`config.mk`:
```
export PLATFORM = sky130hd
export DESIGN_NAME = crossbar_arbiter_flat
export DESIGN_NICKNAME = d
export VERILOG_FILES = /design/src/rtl/crossbar_arbiter_if.sv /design/src/rtl/crossbar_arbiter.sv /design/src/flat_wrapper.sv
export SDC_FILE = /design/constraint.sdc
export NUM_CORES = 1
export LEC_CHECK = 0
export CORE_UTILIZATION = 39
export DETAILED_ROUTE_END_ITERATION = 16
export PLACE_DENSITY = 0.7
export SLEW_MARGIN = 20
export SYNTH_ARGS = -nofsm -noshare
export SYNTH_HDL_FRONTEND = slang
export SYNTH_SLANG_ARGS = --single-unit
```
`constraint.sdc`:
```
create_clock -name clk -period 2.53 [get_ports clk]
set_clock_uncertainty 0.15 [all_clocks]
set_input_delay 0.506 -clock clk [delete_from_list [all_inputs] [get_ports clk]]
set_output_delay 0.506 -clock clk [all_outputs]
set_load 0.02 [all_outputs]
```
`src/rtl/crossbar_arbiter_if.sv`:
```
// Handshake bundle for the 2x2 crossbar arbiter: two request ports, two
// registered output ports, plus the crossbar select and conflict counter.
interface crossbar_arbiter_if;
    logic       in1_valid;
    logic       in1_dst;
    logic [3:0] in1_data;
    logic       in1_ready;
    logic       in2_valid;
    logic       in2_dst;
    logic [3:0] in2_data;
    logic       in2_ready;
    logic       out1_valid;
    logic [3:0] out1_data;
    logic       out1_ready;
    logic       out2_valid;
    logic [3:0] out2_data;
    logic       out2_ready;
    logic       xbar_control;
    logic [7:0] conflict_cnt;

    // The arbiter itself.
    modport slave (
        input  in1_valid, in1_dst, in1_data, in2_valid, in2_dst, in2_data,
        input  out1_ready, out2_ready,
        output in1_ready, in2_ready, out1_valid, out1_data, out2_valid, out2_data,
        output xbar_control, conflict_cnt
    );

    // Whatever drives the requests and consumes the outputs.
    modport master (
        output in1_valid, in1_dst, in1_data, in2_valid, in2_dst, in2_data,
        output out1_ready, out2_ready,
        input  in1_ready, in2_ready, out1_valid, out1_data, out2_valid, out2_data,
        input  xbar_control, conflict_cnt
    );
endinterface

```
`src/rtl/crossbar_arbiter.sv`:
```
// 2x2 crossbar arbiter: routes two 4-bit request ports onto two registered
// output slots, resolving same-destination conflicts with a round-robin bit.
module crossbar_arbiter (
    input  logic             clk,
    input  logic             rst_n,
    crossbar_arbiter_if.slave bus
);
    logic       out1_valid_q, out2_valid_q;
    logic [3:0] out1_data_q, out2_data_q;
    logic       rr;
    logic [7:0] cnt;

    logic       can1, can2;
    logic       grant1, grant2;
    logic       conflict_grant;
    logic       load1, load2;
    logic [3:0] load1_data, load2_data;

    // An output slot can take new data if it is empty or being drained now.
    assign can1 = !out1_valid_q || bus.out1_ready;
    assign can2 = !out2_valid_q || bus.out2_ready;

    always_comb begin
        // NOTE: every output of this block gets a default before any branch,
        // so no path leaves it unassigned and no latch is inferred.
        grant1         = 1'b0;
        grant2         = 1'b0;
        conflict_grant = 1'b0;
        // Grants are held off while reset is asserted.
        if (rst_n) begin
            if (bus.in1_valid && bus.in2_valid && (bus.in1_dst == bus.in2_dst)) begin
                conflict_grant = bus.in1_dst ? can2 : can1;
                grant1         = conflict_grant && !rr;
                grant2         = conflict_grant && rr;
            end else begin
                grant1 = bus.in1_valid && (bus.in1_dst ? can2 : can1);
                grant2 = bus.in2_valid && (bus.in2_dst ? can2 : can1);
            end
        end
    end

    assign load1      = (grant1 && !bus.in1_dst) || (grant2 && !bus.in2_dst);
    assign load2      = (grant1 &&  bus.in1_dst) || (grant2 &&  bus.in2_dst);
    assign load1_data = (grant1 && !bus.in1_dst) ? bus.in1_data : bus.in2_data;
    assign load2_data = (grant1 &&  bus.in1_dst) ? bus.in1_data : bus.in2_data;

    always_ff @(posedge clk or negedge rst_n) begin
        // NOTE: state registers use non-blocking assignments so every flop
        // samples pre-edge values regardless of statement order.
        if (!rst_n) begin
            out1_valid_q <= 1'b0;
            out1_data_q  <= 4'h0;
            out2_valid_q <= 1'b0;
            out2_data_q  <= 4'h0;
            rr           <= 1'b0;
            cnt          <= 8'h00;
        end else begin
            if (load1) begin
                out1_valid_q <= 1'b1;
                out1_data_q  <= load1_data;
            end else if (bus.out1_ready) begin
                out1_valid_q <= 1'b0;
            end

            if (load2) begin
                out2_valid_q <= 1'b1;
                out2_data_q  <= load2_data;
            end else if (bus.out2_ready) begin
                out2_valid_q <= 1'b0;
            end

            if (conflict_grant) begin
                rr <= !rr;
                if (cnt != 8'hFF) cnt <= cnt + 8'h01;
            end
        end
    end

    assign bus.in1_ready    = grant1;
    assign bus.in2_ready    = grant2;
    assign bus.xbar_control = (grant1 && bus.in1_dst) || (grant2 && !bus.in2_dst);
    assign bus.out1_valid   = out1_valid_q;
    assign bus.out1_data    = out1_data_q;
    assign bus.out2_valid   = out2_valid_q;
    assign bus.out2_data    = out2_data_q;
    assign bus.conflict_cnt = cnt;

endmodule

```
`src/flat_wrapper.sv`:
```
// flat-port wrapper written by rule: the top's interface ports become plain ports
module crossbar_arbiter_flat 
  (clk, rst_n, bus_in1_valid, bus_in1_dst, bus_in1_data, bus_in2_valid, bus_in2_dst, bus_in2_data, bus_out1_ready, bus_out2_ready, bus_in1_ready, bus_in2_ready, bus_out1_valid, bus_out1_data, bus_out2_valid, bus_out2_data, bus_xbar_control, bus_conflict_cnt);
  crossbar_arbiter_if bus_i ();
  input  logic clk;
  input  logic rst_n;
  input wire logic [$bits(bus_i.in1_valid)-1:0] bus_in1_valid;
  input wire logic [$bits(bus_i.in1_dst)-1:0] bus_in1_dst;
  input wire logic [$bits(bus_i.in1_data)-1:0] bus_in1_data;
  input wire logic [$bits(bus_i.in2_valid)-1:0] bus_in2_valid;
  input wire logic [$bits(bus_i.in2_dst)-1:0] bus_in2_dst;
  input wire logic [$bits(bus_i.in2_data)-1:0] bus_in2_data;
  input wire logic [$bits(bus_i.out1_ready)-1:0] bus_out1_ready;
  input wire logic [$bits(bus_i.out2_ready)-1:0] bus_out2_ready;
  output wire logic [$bits(bus_i.in1_ready)-1:0] bus_in1_ready;
  output wire logic [$bits(bus_i.in2_ready)-1:0] bus_in2_ready;
  output wire logic [$bits(bus_i.out1_valid)-1:0] bus_out1_valid;
  output wire logic [$bits(bus_i.out1_data)-1:0] bus_out1_data;
  output wire logic [$bits(bus_i.out2_valid)-1:0] bus_out2_valid;
  output wire logic [$bits(bus_i.out2_data)-1:0] bus_out2_data;
  output wire logic [$bits(bus_i.xbar_control)-1:0] bus_xbar_control;
  output wire logic [$bits(bus_i.conflict_cnt)-1:0] bus_conflict_cnt;
  assign bus_i.in1_valid = bus_in1_valid;
  assign bus_i.in1_dst = bus_in1_dst;
  assign bus_i.in1_data = bus_in1_data;
  assign bus_i.in2_valid = bus_in2_valid;
  assign bus_i.in2_dst = bus_in2_dst;
  assign bus_i.in2_data = bus_in2_data;
  assign bus_i.out1_ready = bus_out1_ready;
  assign bus_i.out2_ready = bus_out2_ready;
  assign bus_in1_ready = bus_i.in1_ready;
  assign bus_in2_ready = bus_i.in2_ready;
  assign bus_out1_valid = bus_i.out1_valid;
  assign bus_out1_data = bus_i.out1_data;
  assign bus_out2_valid = bus_i.out2_valid;
  assign bus_out2_data = bus_i.out2_data;
  assign bus_xbar_control = bus_i.xbar_control;
  assign bus_conflict_cnt = bus_i.conflict_cnt;
  crossbar_arbiter u_core (.clk(clk), .rst_n(rst_n), .bus(bus_i));
endmodule
```
; ---- After elaboration in Yosys (flattened, before gate mapping)
; Index checks and enable logic that the tools add are counted.
[word_totals]
register_bits = 19
input_bits = 16
output_inout_bits = 21
wordCells = 46
[classes]
add_sub_neg = 1
n_eq_ne = 2
muxes = 14
reduce_logical = 23
[op_table]
columns = cell, n
row1 = $mux 1, 12
row2 = $logic_and 1x1->1, 10
row3 = $add 8x1->8 const B, 1
row4 = $mux 4, 2
row5 = $ne 8x8->1 const B, 1
row6 = $logic_not 1->1, 5
row7 = $logic_or 1x1->1, 5
row8 = $reduce_bool 2->1, 2
row9 = $reduce_and 2->1, 1
row10 = $eq 1x1->1, 1

; ---- Logic depth before layout (Yosys ltp)
; Gate-level depths: netlist of run 1.
[logic_depth]
word_depth = 9
depth_mapped = 7
mapped_depth_nobuf = 6

; ---- Worst setup path before layout of run 1
; Ideal clock, no wire load.
[synth_timing]
path_type = input port to output port
start = in bus_in2_dst
end = out bus_xbar_control
arrival_ns = 1.645
required_ns = 1.874
slack_ns = 0.229
stages = 6
n_path_buf = 1
path_cell_list = buf_6 xnor2_2 and3_4 a22oi_4 or2_1 nand2_1
[synth_via]
elab_chain_cells = 6
word_cells_on_any_way = 12
cone_classes = eq/ne: 1 / mux: 5 / reduce/logical: 6
[synth_lines]
columns = element, line_no
row1 = "start, declared", flat_wrapper.sv:11  ; input wire logic [$bits(bus_i.in2_dst)-1:0] bus_in2_dst;
row2 = $eq 1x1->1 / $mux 1 (equally long branches), "crossbar_arbiter.sv:31, crossbar_arbiter.sv:37"
row3 = "$logic_and 1x1->1, on equally long branches", "crossbar_arbiter.sv:31, crossbar_arbiter.sv:37"
row4 = $mux 1, crossbar_arbiter.sv:31  ; if (bus.in1_valid && bus.in2_valid && (bus.in1_dst == bus.in2_dst)) begin
row5 = $mux 1, crossbar_arbiter.sv:30  ; if (rst_n) begin
row6 = $logic_and 1x1->1, crossbar_arbiter.sv:81  ; assign bus.xbar_control = (grant1 && bus.in1_dst) || (grant2 && !bus.in2_dst);
row7 = $logic_or 1x1->1 *, crossbar_arbiter.sv:81
row8 = "end, declared", flat_wrapper.sv:21  ; output wire logic [$bits(bus_i.xbar_control)-1:0] bus_xbar_control;
; Mark *: on every way between the ends. The rest lies on a longest branch, timed or not.

; ---- Final worst setup path of run 1
; Same ends and word-level chain as after synthesis.

==> results of run 1 <==
synthesized netlist by cell type, types with 2 or more instances:
cell type / instances
sky130_fd_sc_hd__nor2b_1: 2
sky130_fd_sc_hd__nor2_1: 9
sky130_fd_sc_hd__nand3_1: 6
sky130_fd_sc_hd__o21ai_0: 8
sky130_fd_sc_hd__a21oi_1: 3
sky130_fd_sc_hd__o31a_1: 3
sky130_fd_sc_hd__xor2_1: 2
sky130_fd_sc_hd__dfrtp_1: 19
sky130_fd_sc_hd__a31oi_1: 4
sky130_fd_sc_hd__inv_1: 6
sky130_fd_sc_hd__xnor2_1: 5
sky130_fd_sc_hd__a22o_1: 2
sky130_fd_sc_hd__nand4_1: 2
sky130_fd_sc_hd__nand2_1: 8
repair_timing:
item / in CTS / in global routing
setup buffers: 1 / 0
endpoints found under the hold margin: 0 / 0
resized for setup: 20 / 7
endpoints found under the setup margin: 3 / 3
pin swaps: 3 / 1
metal layers:
layer	up-vias	wire (µm)	track usage [%]
li1	502	-	-
met1	487	1270	26.9
met2	30	1320	33.9
met3	4	195	6.56
met4	0	32	4.58
met5	-	0	0
worst max-delay path: stages:
cell                            delay [ns]
sky130_fd_sc_hd__dlygate4sd2_1        0.27
sky130_fd_sc_hd__xnor2_2              0.15
sky130_fd_sc_hd__buf_4                0.15
sky130_fd_sc_hd__a21oi_4              0.17
sky130_fd_sc_hd__a22oi_4              0.06
sky130_fd_sc_hd__or2_1                0.24
sky130_fd_sc_hd__nand2_1              0.09
sky130_fd_sc_hd__buf_6                0.12
per-stage QoR:
stage | util (%) | cell area [µm²] | hold WS (ns)
2_1_floorplan | - | 1090 | 0.0604
3_3_place_gp | 62.7 | 1610 | 0.336
3_5_place_dp | 62.7 | 1610 | 0.343
4_1_cts | 63.9 | 1640 | 0.362
5_1_grt | 64.3 | 1650 | 0.115
6_report | 64.3 | 1650 | 0.128
power groups by stage:
stage / clock network, W / logic (W) / registers, W
detailed placement: 0 / 0.000509 / 0.000461
global route: 0.000171 / 0.000544 / 0.000467
finish: 0.000154 / 0.000507 / 0.000456
global placement: 0 / 0.000500 / 0.000457
floorplan: 0 / 0.000159 / 0.000541
CTS: 0.000159 / 0.000511 / 0.000456
final cells by class:
class                      count  share of cell area [%]
clock buffer                   3                    1.36
clock inverter                 1                   0.303
inverter                       6                    1.36
multi-input combinational     79                    34.5
sequential                    19                    28.8
tap                           30                    2.27
timing repair buffer          56                    31.4
sequential cells by signal, indices dropped and copies added, names as in the netlist:
register and cells:
u_core.rr 1, u_core.bus.out1_valid 1, u_core.bus.conflict_cnt 8, u_core.bus.out2_data 4
u_core.bus.out2_valid 1, u_core.bus.out1_data 4
cell families after synthesis:
| family | count (synthesis) | synth area share (%) |
|---|---|---|
| AO/OA/AOI/OAI | 29 | 21.7 |
| XOR/XNOR | 8 | 7.11 |
| adder cells (fa/ha/maj) | 1 | 1.15 |
| buffers and inverters | 9 | 4.13 |
| flip-flops | 19 | 43.6 |
| multiplexers | 2 | 1.95 |
| AND/OR/NAND/NOR | 39 | 20.4 |
how the worst max path moves through the flow:
stage | start | end | slack [ns]
after floorplan | bus_in2_dst | bus_xbar_control | 0.23
after global placement | bus_in1_dst | bus_xbar_control | -0.60
after detailed placement | bus_in1_dst | bus_xbar_control | -0.64
after CTS | bus_out2_ready | bus_xbar_control | -0.03
after global routing | bus_out1_ready | bus_xbar_control | 0.04
final | bus_in2_dst | bus_xbar_control | 0.12
==> reports/metrics.csv, run 1 <==
metric;value;unit
outcome;completed;
cts_tree;yes;
fin_setup_tns;0;ns
detail_route.first_pass.iterations;4;
cp_data_arrival_time;1.76;ns
worstSetupEndpointType;output port;
vias;1023;
fill_cells;234;
criticalPathCategory;in2out;
final_common_cell;sky130_fd_sc_hd__clkdlybuf4s50_1;
hold_path_class;in2async;
layout_common_cells;sky130_fd_sc_hd__clkdlybuf4s50_1, sky130_fd_sc_hd__dfrtp_1, sky130_fd_sc_hd__buf_4;
synth-seq-area-share;43.6;%
cts-hold-fix-buffers;0;
timing_hold_violations_final;0;
crit_path_max_fanout;2;
setup.reg_to_reg.worst_slack;0.62;ns
fp-row-count;18;
vias_per_cell;5.27;
worstSkewPairLatency;0.30;ns
finalWeightedCongestion;0.799;
floorplan.die.height;54.9;µm
p_leak;0.771;nW
relative_max_transition_margin;74.2;%
setup_repair_after_global_routing_missed_its_margin;no;
grt_antenna_before_repair;0;
drt_first_iter_violations;20;
synthesis.nets;124;
pwr_density_cell;676;mW/mm²
first_pass_grt_wire_length;4.42;mm
synth_top_cell_by_area;sky130_fd_sc_hd__dfrtp_1;
crit_path_start_kind;primary input;
n_antenna_cell;0;
io_buffers;36;
final.min_clock_period;2.41;ns
synth_cells;107;
detailed_place_hpwl;2.32;mm
int_pwr;0.000704;W
final_antenna_net_count;0;
p_sw_share;37.0;%
clock_sink_count;19;
vias_in_the_first_global_route;987;
total_cts_buffers;3;
clock_tree.root_cell;sky130_fd_sc_hd__clkbuf_4;
synth-edff-count;0;
grt_start_max_net_pins;17;
timing.final.ws_setup;0.117;ns
share_of_the_clock_period_used_by_the_worst_path_after_layout;95.4;%
path_clk_slew;0.11;ns
grt-ovfl-total;0;
synth-main-ff-cell;sky130_fd_sc_hd__dfrtp_1;
synth.area.top_cells;sky130_fd_sc_hd__dfrtp_1, sky130_fd_sc_hd__xnor2_1, sky130_fd_sc_hd__o21ai_0;
power_switching;0.000413;W
ir_worst_vdd;410;µV
post-synth-top-area-fraction;43.6;%
p_clk_share;13.8;%
timing.final.max_slew_violations;0;
h-tree-depth;1;
drive_above_1_share;23.2;%
pre_cts_ws;-0.638;ns
timing_worst_slew_pin_value;0.386;ns
area_of_the_core_region;0.00257;mm²
routed_wire_length_per_instance;14.6;µm
r2r-end;u_core.bus.conflict_cnt[1];
io_pins;37;
drcViolationCount;0;
global_route.usage.total;20.8;%
reg2reg_depth;5;
chipWidth;54.9;µm
floorplan.initialDensity;42.5;%
final_cell_count_without_fillers;194;
routed_wirelength;2.83;mm
reg2reg_launch_point;u_core.bus.out2_valid;
worst_ep_required;1.87;ns
sequential_cell_area_in_the_final_layout;475;µm²
cap_viol_max_count;0;
power.combinational.fraction;45.4;%
p_seq_share;40.8;%
async_flop_share;100;%
area_growth;51.4;%
area_of_the_multi_input_gates;571;µm²
fmaxAchievable;0.414;GHz
avgSynthCellArea;10.2;µm²
p_total;0.00112;W
max_root_sink_buffers;2;
netlist_area;0.00109;mm²
ys.warnings.count;0;
ys_seq_elements;19;
post-place-cells;189;
floorplan.die_area;0.00301;mm²
yosys.cell_types.count;42;
setup_violations;0;
num-nets-final;182;
(Power assumes the default switching activity.)
==> inputs of run 2 (changes only) <==
- SLEW_MARGIN: 20 -> not set
==> results of run 2 <==
No change in the layout: final DEF, timing and power equal those of run 1.
